**config.mk**
```make
export PLATFORM = sky130hd
export DESIGN_NAME = fifo_ctrl_fsm_flat
export DESIGN_NICKNAME = d
export VERILOG_FILES = /design/src/rtl/fifo_ctrl_fsm_pkg.sv /design/src/rtl/fifo_ctrl_fsm_if.sv /design/src/rtl/fifo_ctrl_fsm_idle_hold_cnt.sv /design/src/rtl/fifo_ctrl_fsm.sv /design/src/flat_wrapper.sv
export SDC_FILE = /design/constraint.sdc
export NUM_CORES = 1
export LEC_CHECK = 0
export ABC_AREA = 1
export BUFFER_PORTS_ARGS = -buffer_cell sky130_fd_sc_hd__buf_2
export CAP_MARGIN = 20
export CORE_UTILIZATION = 42
export DETAILED_ROUTE_END_ITERATION = 12
export GPL_TIMING_DRIVEN = 0
export HOLD_SLACK_MARGIN = 0.03
export PLACE_DENSITY = 0.74
export RECOVER_POWER = 25
export SYNTH_ARGS = -nofsm -noshare
export SYNTH_HDL_FRONTEND = slang
export SYNTH_SLANG_ARGS = --single-unit
```
**constraint.sdc**
```tcl
create_clock -name clk -period 1.75 [get_ports clk]
set_clock_uncertainty 0.2 [all_clocks]
set_input_delay 0.0875 -clock clk [delete_from_list [all_inputs] [get_ports clk]]
set_output_delay 0.0875 -clock clk [all_outputs]
set_load 0.01 [all_outputs]
```
**src/rtl/fifo_ctrl_fsm_pkg.sv**
```systemverilog
// Shared constants for the FIFO/arbiter control FSM: state encoding and reset thresholds.
package fifo_ctrl_pkg;

  localparam int N_FIFO    = 4;
  localparam int TH_W      = 3;
  localparam int DEF_AF    = 6;
  localparam int DEF_AE    = 1;
  localparam int IDLE_HOLD = 4;

  typedef enum logic [2:0] {
    ST_RESET  = 3'd0,
    ST_INIT   = 3'd1,
    ST_IDLE   = 3'd2,
    ST_ACTIVE = 3'd3,
    ST_ERROR  = 3'd4
  } state_t;

endpackage

```
**src/rtl/fifo_ctrl_fsm_if.sv**
```systemverilog
// Control/status bundle between the datapath FIFOs and the control FSM.
// err_count exists only when FIFO_CTRL_ERR_CNT_EN is defined.
interface fifo_ctrl_fsm_if #(
  parameter int N_FIFO = 4,
  parameter int TH_W   = 3
);

  logic                  init;
  logic [TH_W-1:0]       umbral_af_in;
  logic [TH_W-1:0]       umbral_ae_in;
  logic [2*N_FIFO-1:0]   fifo_empty;
  logic [2*N_FIFO-1:0]   fifo_error;
  logic [TH_W-1:0]       umbral_af_out;
  logic [TH_W-1:0]       umbral_ae_out;
  logic                  arb_en;
  logic                  idle_out;
  logic                  error_out;
  logic                  cfg_err;
  logic [2*N_FIFO-1:0]   error_src;
  logic [2:0]            state_out;
`ifdef FIFO_CTRL_ERR_CNT_EN
  logic [7:0]            err_count;
`endif

  modport master (
`ifdef FIFO_CTRL_ERR_CNT_EN
    input  err_count,
`endif
    output init, umbral_af_in, umbral_ae_in, fifo_empty, fifo_error,
    input  umbral_af_out, umbral_ae_out, arb_en, idle_out, error_out,
           cfg_err, error_src, state_out
  );

  modport slave (
`ifdef FIFO_CTRL_ERR_CNT_EN
    output err_count,
`endif
    input  init, umbral_af_in, umbral_ae_in, fifo_empty, fifo_error,
    output umbral_af_out, umbral_ae_out, arb_en, idle_out, error_out,
           cfg_err, error_src, state_out
  );

endinterface

```
**src/rtl/fifo_ctrl_fsm_idle_hold_cnt.sv**
```systemverilog
// Counts consecutive all-empty cycles in ACTIVE; done marks the last cycle before dropping to IDLE.
module idle_hold_cnt
  import fifo_ctrl_pkg::*;
#(
  parameter int IDLE_HOLD = fifo_ctrl_pkg::IDLE_HOLD
) (
  input  logic clk,
  input  logic reset,
  input  logic clear,
  input  logic all_empty,
  output logic done
);

  localparam logic [3:0] W_LAST = 4'(IDLE_HOLD - 1);

  logic [3:0] r_cnt;

  assign done = all_empty && (r_cnt == W_LAST);

  always_ff @(posedge clk or posedge reset) begin
    if (reset) begin
      r_cnt <= '0;
    end else if (clear || !all_empty || done) begin
      r_cnt <= '0;
    end else begin
      r_cnt <= r_cnt + 4'd1;
    end
  end

endmodule

```
**src/rtl/fifo_ctrl_fsm.sv**
```systemverilog
// Main control FSM for the 4-lane FIFO/arbiter datapath: thresholds, arbiter gating, sticky errors.
// Optional saturating ERROR-entry counter enabled by FIFO_CTRL_ERR_CNT_EN.
module fifo_ctrl_fsm
  import fifo_ctrl_pkg::*;
#(
  parameter int N_FIFO    = fifo_ctrl_pkg::N_FIFO,
  parameter int TH_W      = fifo_ctrl_pkg::TH_W,
  parameter int DEF_AF    = fifo_ctrl_pkg::DEF_AF,
  parameter int DEF_AE    = fifo_ctrl_pkg::DEF_AE,
  parameter int IDLE_HOLD = fifo_ctrl_pkg::IDLE_HOLD
) (
  input  logic            clk,
  input  logic            reset,
  fifo_ctrl_fsm_if.slave  bus
);

  localparam logic [TH_W-1:0] W_DEF_AF = TH_W'(DEF_AF);
  localparam logic [TH_W-1:0] W_DEF_AE = TH_W'(DEF_AE);

  state_t              r_state;
  state_t              w_next;
  logic [TH_W-1:0]     r_af;
  logic [TH_W-1:0]     r_ae;
  logic                r_cfgErr;
  logic [2*N_FIFO-1:0] r_errSrc;
  logic [2*N_FIFO-1:0] w_errBits;
  logic                w_allEmpty;
  logic                w_anyErr;
  logic                w_cfgOk;
  logic                w_holdDone;
  logic                w_holdClear;
  logic                w_enterInit;
  logic                w_enterError;
  logic                w_captureErr;

  assign w_errBits    = bus.fifo_error;
  assign w_allEmpty   = &bus.fifo_empty;
  assign w_anyErr     = |w_errBits;
  assign w_cfgOk      = (r_ae < r_af) && (r_ae != '0);
  assign w_holdClear  = (r_state != ST_ACTIVE) || (w_next != ST_ACTIVE);
  assign w_enterInit  = (w_next == ST_INIT) && (r_state != ST_INIT);
  assign w_enterError = (w_next == ST_ERROR) && (r_state != ST_ERROR);
  assign w_captureErr = (r_state == ST_IDLE) || (r_state == ST_ACTIVE) || (r_state == ST_ERROR);

  idle_hold_cnt #(.IDLE_HOLD(IDLE_HOLD)) u_idle_hold (
    .clk       (clk),
    .reset     (reset),
    .clear     (w_holdClear),
    .all_empty (w_allEmpty),
    .done      (w_holdDone)
  );

  always_ff @(posedge clk or posedge reset) begin
    if (reset) begin
      r_state <= ST_RESET;
    end else begin
      r_state <= w_next;
    end
  end

  // fifo_error outranks init in IDLE/ACTIVE; illegal encodings behave like RESET
  always_comb begin
    w_next        = r_state;
    bus.arb_en    = 1'b0;
    bus.idle_out  = 1'b0;
    bus.error_out = 1'b0;
    case (r_state)
      ST_RESET: w_next = ST_INIT;
      ST_INIT: begin
        if (!bus.init) w_next = w_cfgOk ? ST_IDLE : ST_ERROR;
      end
      ST_IDLE: begin
        bus.idle_out = 1'b1;
        if (w_anyErr)         w_next = ST_ERROR;
        else if (bus.init)    w_next = ST_INIT;
        else if (!w_allEmpty) w_next = ST_ACTIVE;
      end
      ST_ACTIVE: begin
        bus.arb_en = 1'b1;
        if (w_anyErr)        w_next = ST_ERROR;
        else if (bus.init)   w_next = ST_INIT;
        else if (w_holdDone) w_next = ST_IDLE;
      end
      ST_ERROR: begin
        bus.error_out = 1'b1;
        if (bus.init) w_next = ST_INIT;
      end
      default: w_next = ST_INIT;
    endcase
  end

  always_ff @(posedge clk or posedge reset) begin
    if (reset) begin
      r_af <= W_DEF_AF;
      r_ae <= W_DEF_AE;
    end else if ((r_state == ST_INIT) && bus.init) begin
      r_af <= bus.umbral_af_in;
      r_ae <= bus.umbral_ae_in;
    end
  end

  // Entering INIT wipes the sticky flags; fifo_error is not captured while configuring
  always_ff @(posedge clk or posedge reset) begin
    if (reset) begin
      r_cfgErr <= 1'b0;
      r_errSrc <= '0;
    end else if (w_enterInit) begin
      r_cfgErr <= 1'b0;
      r_errSrc <= '0;
    end else begin
      if ((r_state == ST_INIT) && (w_next == ST_ERROR)) r_cfgErr <= 1'b1;
      if (w_captureErr) r_errSrc <= r_errSrc | w_errBits;
    end
  end

`ifdef FIFO_CTRL_ERR_CNT_EN
  logic [7:0] r_errCnt;

  always_ff @(posedge clk or posedge reset) begin
    if (reset) begin
      r_errCnt <= '0;
    end else if (w_enterError && (r_errCnt != 8'hFF)) begin
      r_errCnt <= r_errCnt + 8'd1;
    end
  end

  assign bus.err_count = r_errCnt;
`endif

  assign bus.umbral_af_out = r_af;
  assign bus.umbral_ae_out = r_ae;
  assign bus.cfg_err       = r_cfgErr;
  assign bus.error_src     = r_errSrc;
  assign bus.state_out     = r_state;

endmodule

```
**src/flat_wrapper.sv**
```systemverilog
// flat-port wrapper written by rule: the top's interface ports become plain ports
module fifo_ctrl_fsm_flat import fifo_ctrl_pkg::*;
#(
  parameter int N_FIFO    = fifo_ctrl_pkg::N_FIFO,
  parameter int TH_W      = fifo_ctrl_pkg::TH_W,
  parameter int DEF_AF    = fifo_ctrl_pkg::DEF_AF,
  parameter int DEF_AE    = fifo_ctrl_pkg::DEF_AE,
  parameter int IDLE_HOLD = fifo_ctrl_pkg::IDLE_HOLD
)
  (clk, reset, bus_init, bus_umbral_af_in, bus_umbral_ae_in, bus_fifo_empty, bus_fifo_error, bus_umbral_af_out, bus_umbral_ae_out, bus_arb_en, bus_idle_out, bus_error_out, bus_cfg_err, bus_error_src, bus_state_out);
  fifo_ctrl_fsm_if #(.N_FIFO(N_FIFO), .TH_W(TH_W)) bus_i ();
  input  logic clk;
  input  logic reset;
  input wire logic [$bits(bus_i.init)-1:0] bus_init;
  input wire logic [$bits(bus_i.umbral_af_in)-1:0] bus_umbral_af_in;
  input wire logic [$bits(bus_i.umbral_ae_in)-1:0] bus_umbral_ae_in;
  input wire logic [$bits(bus_i.fifo_empty)-1:0] bus_fifo_empty;
  input wire logic [$bits(bus_i.fifo_error)-1:0] bus_fifo_error;
  output wire logic [$bits(bus_i.umbral_af_out)-1:0] bus_umbral_af_out;
  output wire logic [$bits(bus_i.umbral_ae_out)-1:0] bus_umbral_ae_out;
  output wire logic [$bits(bus_i.arb_en)-1:0] bus_arb_en;
  output wire logic [$bits(bus_i.idle_out)-1:0] bus_idle_out;
  output wire logic [$bits(bus_i.error_out)-1:0] bus_error_out;
  output wire logic [$bits(bus_i.cfg_err)-1:0] bus_cfg_err;
  output wire logic [$bits(bus_i.error_src)-1:0] bus_error_src;
  output wire logic [$bits(bus_i.state_out)-1:0] bus_state_out;
  assign bus_i.init = bus_init;
  assign bus_i.umbral_af_in = bus_umbral_af_in;
  assign bus_i.umbral_ae_in = bus_umbral_ae_in;
  assign bus_i.fifo_empty = bus_fifo_empty;
  assign bus_i.fifo_error = bus_fifo_error;
  assign bus_umbral_af_out = bus_i.umbral_af_out;
  assign bus_umbral_ae_out = bus_i.umbral_ae_out;
  assign bus_arb_en = bus_i.arb_en;
  assign bus_idle_out = bus_i.idle_out;
  assign bus_error_out = bus_i.error_out;
  assign bus_cfg_err = bus_i.cfg_err;
  assign bus_error_src = bus_i.error_src;
  assign bus_state_out = bus_i.state_out;
  fifo_ctrl_fsm #(.N_FIFO(N_FIFO), .TH_W(TH_W), .DEF_AF(DEF_AF), .DEF_AE(DEF_AE), .IDLE_HOLD(IDLE_HOLD)) u_core (.clk(clk), .reset(reset), .bus(bus_i));
endmodule
```
Word level (Yosys, flattened, before mapping). Cells that the tools add are included.

Bitwise logic cells: 1. Equal/unequal tests: 10. Add/sub/neg operators: 1. Order comparisons: 1. Reduce and logical (&&, ||, !) cells: 16. Muxes and demuxes: 18.

Operators by type and width (number): two-way mux 3 bit (9); two-way mux 8 bit (2); one-hot mux 3 bit (4 select lines) (1); OR 8 bit (1); AND reduction 8 bit (1); OR reduction 8 bit (1); equality test 3 x 1 -> 1 bit, second input constant (2); equality test 3 x 2 -> 1 bit, second input constant (2); equality test 3 bit, second input constant (2); != test 3 x 2 -> 1 bit, second input constant (2); logical AND 1 bit (5); logical OR 1 bit (5); two-way mux 1 bit (5); adder 4 x 1 -> 4 bit, second input constant (1); equality test 4 x 2 -> 1 bit, second input constant (1); two-way mux 4 bit (1); nonzero test 2 bit (2); less-than comparator 3 bit (1); != test 3 x 1 -> 1 bit, second input constant (1); nonzero test 3 bit (1); logical NOT 1 bit (1).

Logic and storage cells: 53. Output and inout port bits: 21. Bits in registers: 22.

Depth between registers and ports, before layout. Gate-level depths: netlist of run 1.

Depth in word-level cells: 11. Gate-level depth with buffers: 10.

By module. Synthesis of run 1 repeated with hierarchy kept, for this count alone.

Cells, all modules: 155. Area, all modules: 1249.9 um2.

By module, submodules not included: fifo_ctrl_fsm (instances 1, cells each 130, seq. area each 454.2 um2, area each 1048.5 um2); idle_hold_cnt (instances 1, cells each 25, seq. area each 100.1 um2, area each 201.4 um2).

Worst setup path after synthesis of run 1. OpenSTA, ideal clock, no wires.

Path type: register -> register. Start point: register u_core.r_af[2], in the netlist u_core.bus.umbral_af_out[2]. End point: register u_core.r_errSrc[0], in the netlist u_core.bus.error_src[0]. Required time: 1.481 ns. Slack: -0.093 ns. Arrival time: 1.574 ns. Stages on the path, launching flop included: 10. Clock period less this slack: 1.843 ns. Path through: dfstp_2 inv_1 ha_1 a21oi_1 nand3_1 o21ai_4 nor2_2 nand2_4 inv_6 nor2_2.

Word-level cells in the longest chain between the ends: 8.

RTL lines: start, declared (RTL line fifo_ctrl_fsm.sv:22) `logic [TH_W-1:0] r_af;`; start signal, assigned (RTL line fifo_ctrl_fsm.sv:97) `r_af <= bus.umbral_af_in;`; less-than comparator 3 bit (*) (RTL line fifo_ctrl_fsm.sv:39) `assign w_cfgOk = (r_ae < r_af) && (r_ae != '0);`; logical AND 1 bit (*) (RTL line fifo_ctrl_fsm.sv:39); two-way mux 3 bit (*) (2 in series) (RTL line fifo_ctrl_fsm.sv:70) `if (!bus.init) w_next = w_cfgOk ? ST_IDLE : ST_ERROR;`; one-hot mux 3 bit (4 select lines) (*) (RTL line fifo_ctrl_fsm.sv:67) `case (r_state)`; net u_core.w_next[1] (RTL line fifo_ctrl_fsm.sv:21) `state_t w_next;`; equality test 3 x 1 -> 1 bit (*) (RTL line fifo_ctrl_fsm.sv:41) `assign w_enterInit = (w_next == ST_INIT) && (r_state != ST_INIT);`; logical AND 1 bit (*) (RTL line fifo_ctrl_fsm.sv:41); two-way mux 8 bit / nonzero test 2 bit (equally long branches); end signal, assigned (RTL line fifo_ctrl_fsm.sv:112) `if (w_captureErr) r_errSrc <= r_errSrc | w_errBits;`; end, declared (RTL line fifo_ctrl_fsm.sv:25) `logic [2*N_FIFO-1:0] r_errSrc;`.

Mark *: on every way through the listed nets, which the timed path passes. The rest lies on a longest branch. A chain may end at the register's enable or synchronous reset.

Final worst setup path of run 1.
Start point: register u_core.r_af[1], in the netlist u_core.bus.umbral_af_out[1]. End point: register u_core.r_errSrc[5], in the netlist u_core.bus.error_src[5].

The elaborated chain is that of the path after synthesis.

==> key figures, run 1 <==
Setup path
  – Setup slack, reg-to-reg: -0.08 ns
  – Setup crit start kind: register
  – Worst Path Buf+Inv: 2
  – Crit-path max cell delay: 0.56 ns
  – Top cell by count, worst path: nor2_2
  – Crit end category: register
  – Crit Path Class: register to register
  – Critical path peak fanout: 8
  – CP required: 1.75 ns
  – Largest delay share family, worst path: flip-flops
  – R2R cell count: 9
  – Slowest stage cell, crit path: dfstp_2
  – RR Endpoint: u_core.bus.error_src[5]$_DFFE_PP0P_
  – Crit-path cells: inv_2 > ha_4 > nand3_1 > nand3_2 > o21ai_4 > nor2_2 > nand2_4 > inv_8 > nor2_2
  – FF-to-FF Start: u_core.bus.umbral_af_out[1]$_DFFE_PP1P_
  – WP data arrival: 1.83 ns

Worst hold path
  – Hold WC Path Type: input port to register
  – Hold path depth: 8
  – Hold Path Sink: u_core.bus.state_out[0]$_DFF_PP0_
  – Hold Crit Start: bus_fifo_empty[4]

Layout
  – Nets: 219
  – Ant diodes: 0
  – Filler Cell Count: 213
  – Register area: 554 sq um
  – Layout Area Growth over Synthesis: 53.0%
  – Finished Layout Cells: 220
  – Area occupied by multi-input gates: 531 sq um
  – Ratio of cells with drive above 1 in the final layout: 40.0%
  – Fin util: 67.9%

Routing
  – Via count: 1042
  – Routed len/inst: 11.5 um
  – Drt total wl: 2520 um
  – Drt first-iter violations: 5
  – Initial DRT Pass Iterations: 4
  – Via/cell ratio: 4.74
  – Post-DRT Antenna Nets: 0
  – DR DRC count: 0

Timing
  – WHS: 0.135 ns
  – Min cycle time layout: 1.83 ns
  – Slew Viols, Final: 0
  – Endpoints failing setup: 13
  – Slew of the pin with the lowest slew margin: 0.806 ns
  – Setup TNS: -0.715 ns
  – RSZ-0062 raised after global routing: yes
  – Final hold viol count: 0
  – Fmax: 547 MHz
  – Tcrit/Tclk final: 104%
  – Rel. slew slack: 46.2%
  – Setup ws final: -0.0779 ns

Synthesis
  – Synth Register Bits: 22
  – Mean Syn Cell Area: 9.32 sq um
  – Sequential share of the synthesized area: 50.4%
  – Cell count after synthesis: 118
  – Unique masters post-synth: 23
  – Net Count, Synth: 146
  – Post-Syn Area: 1100 sq um
  – Yosys warns: 0

Floorplanning
  – Die height: 53.2 um
  – # IOs: 46
  – Die area: 2830 sq um
  – Placeable Area: 2480 sq um
  – Initial Util: 44.4%
  – Die width: 53.2 um
  – Std cell rows: 18

Power
  – Total Power: 2630 uW
  – Static Leak: 0.000843 uW
  – Cell Pwr Density: 1560 nW/um^2
  – Largest vdd supply drop: 1.15 mV

Global route
  – Total congestion overflow: 0
  – GR met2 Demand/Resource: 35.9%
  – Initial antenna violation count: 0
  – Largest net degree at the start of global routing: 23
  – M3 GR Usage: 5.46%
  – Vias in the first global route: 963
  – First-pass GRT wire length: 4010 um
  – Overall Global Routing Usage: 20.1%
  – Grt peak-use layer: met2
  – Met1 Use GR: 23.3%

Clock tree
  – Clk sinks: 22
  – H-Tree Depth: 1
  – Clock slew at reported path FFs: 0.13 ns
  – CTS tree: done
  – Latest clock arrival within the worst-skew pair: 0.31 ns
  – CTS root buf: clkbuf_4
  – TritonCTS Buffers: 3
  – Clock Path Buffers: 2

Placement
  – Buffers added on ports: 45
  – DP HPWL: 1710 um
  – Routability cong.: 0.755
  – DP Cell Count: 193

Outcome
  – Status: finished with violations
  – Failing checks: setup timing

Flow run
  – Max Cap Viol: 0
[metrics by stage]
stage | instance area, sq um | setup WS, ns
global placement | 1390 | -0.0450
CTS | 1680 | -0.0755
detailed placement | 1390 | -0.0611
global route | 1680 | -0.146
finish | 1680 | -0.0779
floorplan | 1120 | -0.0176
[timing repair]
| item | 4_1_cts | 5_1_grt |
|---|---|---|
| endpoints found under the setup margin | 13 | 13 |
| pin swaps | 1 | 0 |
| hold buffers | 22 | 0 |
| buffers inserted | 0 | 1 |
| gates resized for setup | 3 | 3 |
| hold endpoints to repair | 41 | 0 |
[tightest hold or removal path, delay by kind of cell]
kind | cells | cell delay, ns
simple gates | 7 | 0.41
buf+inv | 1 | 0.09
[cell type report]
type | count | area share (%)
clock inverter | 1 | 1.78
clock buffer | 3 | 1.34
timing repair buffer | 68 | 26.1
tap | 30 | 2.23
multi-input combinational | 81 | 31.5
sequential | 22 | 32.9
inverter | 15 | 4.09
[how the worst max path moves through the flow]
stage                                                       end                                     from  slack [ns]  cells past startpoint
final                       u_core.bus.error_src[5]$_DFFE_PP0P_  u_core.bus.umbral_af_out[1]$_DFFE_PP1P_       -0.08                      9
after global routing      u_core.u_idle_hold.r_cnt[2]$_DFF_PP0_  u_core.bus.umbral_af_out[2]$_DFFE_PP1P_       -0.15                      7
after CTS                 u_core.u_idle_hold.r_cnt[2]$_DFF_PP0_  u_core.bus.umbral_af_out[2]$_DFFE_PP1P_       -0.08                      7
after detailed placement    u_core.bus.error_src[0]$_DFFE_PP0P_  u_core.bus.umbral_af_out[1]$_DFFE_PP1P_       -0.06                      9
after global placement      u_core.bus.error_src[0]$_DFFE_PP0P_  u_core.bus.umbral_af_out[1]$_DFFE_PP1P_       -0.05                      9
after floorplan             u_core.bus.error_src[3]$_DFFE_PP0P_  u_core.bus.umbral_af_out[2]$_DFFE_PP1P_       -0.02                      9
[cells by family (layout without fill, tap and decap cells)]
kind of cell / count (synthesis) / in the layout / synth area share [%]
AOI/OAI and AO/OA: 15 / 15 / 7.85
DFF: 22 / 22 / 50.4
adders and majority gates: 3 / 3 / 3.41
muxes: 3 / 3 / 3.07
buffers and inverters: 15 / 87 / 6.03
and+or+nand+nor: 59 / 59 / 28.4
xor gates and xnor gates: 1 / 1 / 0.797
[per-layer routing]
layer | wire [um] | vias to the layer above
li1 | - | 518
met1 | 1070 | 495
met2 | 1310 | 27
met3 | 112 | 2
met4 | 22 | 0
met5 | 0 | -
[state kept, by name (all words and copies together) (netlist names)]
| signal | flops |
|---|---|
| u_core.bus.umbral_ae_out | 3 |
| u_core.bus.umbral_af_out | 3 |
| u_core.bus.error_src | 8 |
| u_core.bus.cfg_err | 1 |
| u_core.bus.state_out | 3 |
| u_core.u_idle_hold.r_cnt | 4 |
[cells in the mapped netlist]
master | n | area, sq um
or2_0 | 1 | 6.26
nand4_2 | 1 | 12.5
o21ai_4 | 1 | 16.3
nor2_1 | 16 | 60.1
dfstp_2 | 3 | 78.8
or2_2 | 1 | 6.26
a21oi_1 | 13 | 65.1
o21ai_1 | 1 | 5.00
nand2_4 | 2 | 22.5
nor2_2 | 9 | 56.3
dfrtp_1 | 19 | 475
inv_2 | 2 | 7.51
nand2_1 | 16 | 60.1
nand3_2 | 3 | 30.0
nand2_2 | 2 | 12.5
xor2_1 | 1 | 8.76
inv_1 | 11 | 41.3
ha_1 | 3 | 37.5
inv_6 | 1 | 8.76
nor2_4 | 1 | 11.3
mux2_2 | 3 | 33.8
nand3_1 | 7 | 35.0
clkinv_4 | 1 | 8.76
[report_power, final]
group | switching (uW) | internal (uW)
logic | 871 | 552
registers | 128 | 696
clock network | 153 | 232
total | 1150 | 1480
[placed cells by master (no fill, tap or decap), drive strengths merged, types with 10 or more instances in the layout]
cell type / instances
inv: 14
nand2: 20
dlygate4sd3: 22
nor2: 26
nand3: 10
clkbuf: 14
buf: 35
dfrtp: 19
a21oi: 13
No activity file was read; power rests on OpenSTA's default activity.
==> run 2: changes to the inputs <==
--- a/config.mk
+++ b/config.mk
@@ -5,14 +5,13 @@
 export SDC_FILE = /design/constraint.sdc
 export NUM_CORES = 1
 export LEC_CHECK = 0
-export ABC_AREA = 1
 export BUFFER_PORTS_ARGS = -buffer_cell sky130_fd_sc_hd__buf_2
 export CAP_MARGIN = 20
 export CORE_UTILIZATION = 42
 export DETAILED_ROUTE_END_ITERATION = 12
 export GPL_TIMING_DRIVEN = 0
 export HOLD_SLACK_MARGIN = 0.03
-export PLACE_DENSITY = 0.74
+export PLACE_DENSITY = 0.75
 export RECOVER_POWER = 25
 export SYNTH_ARGS = -nofsm -noshare
 export SYNTH_HDL_FRONTEND = slang
==> key figures, run 2 <==
Outcome
  – Status: finished with violations
  – Failing checks: setup timing

Timing
  – Setup TNS: -3.79 ns
  – Setup ws final: -0.280 ns
  – Slew of the pin with the lowest slew margin: 0.798 ns
  – Slew Viols, Final: 0
  – Final hold viol count: 0
  – Tcrit/Tclk final: 116%
  – RSZ-0062 raised after global routing: yes
  – Min cycle time layout: 2.03 ns
  – Endpoints failing setup: 19
  – Rel. slew slack: 46.8%
  – Fmax: 493 MHz

Setup path
  – Levels on crit path: 6
  – Setup crit start kind: register
  – FF-to-FF Start: u_core.bus.umbral_af_out[1]$_DFFE_PP1P_
  – CP required: 1.77 ns
  – R2R cell count: 6
  – Critical path peak fanout: 5
  – Setup crit start: u_core.bus.umbral_af_out[1]$_DFFE_PP1P_
  – Crit-path max cell delay: 0.56 ns
  – Crit path capture: u_core.u_idle_hold.r_cnt[3]$_DFF_PP0_
  – Slowest stage cell, crit path: dfstp_2
  – Crit-path cells: inv_2 > ha_4 > or3b_1 > a211oi_2 > a21oi_2 > nor4_2
  – Setup slack, reg-to-reg: -0.28 ns
  – RR Endpoint: u_core.u_idle_hold.r_cnt[3]$_DFF_PP0_
  – Worst Path Buf+Inv: 1
  – Largest delay share family, worst path: simple AND/OR/NAND/NOR gates
  – Crit end category: register
  – Crit Path Class: register to register
  – WP data arrival: 2.05 ns

Global route
  – Overall Global Routing Usage: 22.1%
  – First-pass GRT wire length: 4250 um
  – Largest net degree at the start of global routing: 23
  – Total congestion overflow: 0
  – Initial antenna violation count: 0
  – Vias in the first global route: 949

Worst hold path
  – Hold WC Path Type: input port to register

Clock tree
  – CTS tree: done
  – H-Tree Depth: 1
  – Clock slew at reported path FFs: 0.12 ns
  – Clk sinks: 22
  – CTS root buf: clkbuf_4
  – TritonCTS Buffers: 3
  – Latest clock arrival within the worst-skew pair: 0.30 ns
  – Clock Path Buffers: 2

Synthesis
  – Unique masters post-synth: 38
  – Cell count after synthesis: 97
  – EDFF count, synth: 0
  – Most frequent cells after synthesis: dfrtp_1 (19), nor2_1 (10), a21oi_1 (9)
  – Post-Syn Area: 1070 sq um
  – Leading area contributor after synthesis: dfrtp_1
  – Synth top area cells: dfrtp_1 (44%), dfstp_2 (7.3%), a21oi_1 (4.2%)
  – Most numerous cell in the Yosys netlist: dfrtp_1
  – Mean Syn Cell Area: 11.1 sq um
  – Synth top area share: 44.3%
  – Yosys warns: 0
  – Post-synthesis async set-or-reset flop share: 100%
  – Net Count, Synth: 125
  – Sequential share of the synthesized area: 51.6%
  – Synth Register Bits: 22
  – Main flop type after synthesis: dfrtp_1

Layout
  – Nets: 204
  – Max FFs per register: 8
  – Area occupied by multi-input gates: 498 sq um
  – Finished Layout Cells: 203
  – Layout Area Growth over Synthesis: 54.1%
  – Most common cell after layout, fill and taps aside: buf_2
  – Register area: 557 sq um
  – Ratio of cells with drive above 1 in the final layout: 39.4%
  – Fin util: 71.3%
  – Commonest cells after routing, fill and taps aside: buf_2 (33), dlygate4sd3_1 (24), dfrtp_1 (17)
  – Filler Cell Count: 180
  – Ant diodes: 0

Routing
  – DR DRC count: 0
  – Drt first-iter violations: 23
  – Routed len/inst: 15.0 um
  – Post-DRT Antenna Nets: 0
  – Via count: 1041
  – Initial DRT Pass Iterations: 5
  – Drt total wl: 3040 um
  – Via/cell ratio: 5.13

Placement
  – Routability cong.: 0.764
  – DP Cell Count: 170
  – Buffers added on ports: 45
  – DP HPWL: 1760 um

Power
  – P_int: 1460 uW
  – Switching pwr: 1040 uW
  – Static Leak: 0.000758 uW
  – Largest vdd supply drop: 1.09 mV
  – Comb power frac: 54.7%
  – Total Power: 2510 uW
  – Fraction of power spent switching nets: 41.6%
  – Cell Pwr Density: 1510 nW/um^2
  – Sequential power share: 36.0%
  – Power share of the clock group: 9.4%

Floorplanning
  – Die height: 52.6 um
  – Placeable Area: 2320 sq um
  – Std cell rows: 17
  – # IOs: 46
  – Die width: 52.6 um
  – Die area: 2760 sq um
  – Initial Util: 46.3%

Flow run
  – Max Cap Viol: 0
==> run 2: cell count changes after synthesis, moves of 3 or more <==
cell,delta
inv_1,-5
a21oi_1,-4
nor2_2,-9
nor2_1,-6
nand3_1,-6
nand2_1,-13
nor3_1,+5
nand3_2,-3
==> run 2: how the worst min path moves through the flow <==
stage | endpoint | start | cells after the start
floorplan | u_core.bus.cfg_err$_DFFE_PP0P_ | reset | 1
global placement | u_core.bus.umbral_ae_out[2]$_DFFE_PP0P_ | reset | 2
detailed placement | u_core.bus.umbral_ae_out[2]$_DFFE_PP0P_ | reset | 2
CTS | u_core.bus.state_out[2]$_DFF_PP0_ | bus_fifo_error[2] | 4
global route | u_core.bus.state_out[2]$_DFF_PP0_ | bus_fifo_error[0] | 4
finish | u_core.bus.state_out[2]$_DFF_PP0_ | bus_fifo_error[3] | 4
==> run 2: cell type report <==
type | instances | area share [%]
inverters | 7 | 1.66
clock buffers | 4 | 1.59
flip-flops and latches | 22 | 33.7
repair buffers | 74 | 29.5
well taps | 28 | 2.12
multi-input cells | 66 | 30.1
plain buffers | 2 | 1.36
==> run 2: timing repair <==
item                                    CTS  global route
resized for setup                         2             3
setup buffers                             1             4
hold endpoints to repair                 36             0
hold buffers                             24             0
endpoints found under the setup margin   20            22
pin swaps                                 3             2
==> run 2: through the flow <==
| step | cell area [sq um] | hold slack [ns] | setup slack [ns] |
|---|---|---|---|
| 2_1_floorplan | 1090 | -0.125 | -0.219 |
| 4_1_cts | 1630 | 0.0754 | -0.265 |
| 3_3_place_gp | 1350 | 0.0713 | -0.255 |
| 5_1_grt | 1650 | 0.101 | -0.373 |
| 6_report | 1650 | 0.0862 | -0.280 |
| 3_5_place_dp | 1350 | 0.0745 | -0.321 |
==> run 2: worst reg2reg max path: cells and delay by family (launching register included) <==
kind                     cells  cell delay (ns)
AND/OR/NAND/NOR              2             0.60
flip-flops                   1             0.56
AO/OA/AOI/OAI                2             0.39
adder cells (fa/ha/maj)      1             0.15
buffers and inverters        1             0.05
==> run 2: metal layers <==
layer / global-route usage [%] / vias to the layer above / routed length, um
li1: - / 498 / -
met1: 26.7 / 501 / 1180
met2: 38.4 / 34 / 1710
met3: 3.19 / 8 / 105
met4: 10.1 / 0 / 44
met5: 0 / - / 0
==> run 2: cells by family after synthesis <==
| kind of cell | count (synthesis) | share of synthesized area (%) |
|---|---|---|
| simple gates | 36 | 21.3 |
| flops | 22 | 51.6 |
| compound gates | 20 | 12.7 |
| buf+inv | 9 | 4.20 |
| mux | 4 | 4.20 |
| xor+xnor | 3 | 2.45 |
| fa+ha+maj | 3 | 3.50 |
==> run 2: power by group through the flow <==
| stage | registers [uW] | logic [uW] | clock network [uW] |
|---|---|---|---|
| 2_1_floorplan | 974 | 729 | 0 |
| 3_3_place_gp | 884 | 1170 | 0 |
| 3_5_place_dp | 900 | 1210 | 0 |
| 4_1_cts | 891 | 1280 | 236 |
| 5_1_grt | 927 | 1490 | 258 |
| 6_report | 901 | 1370 | 234 |
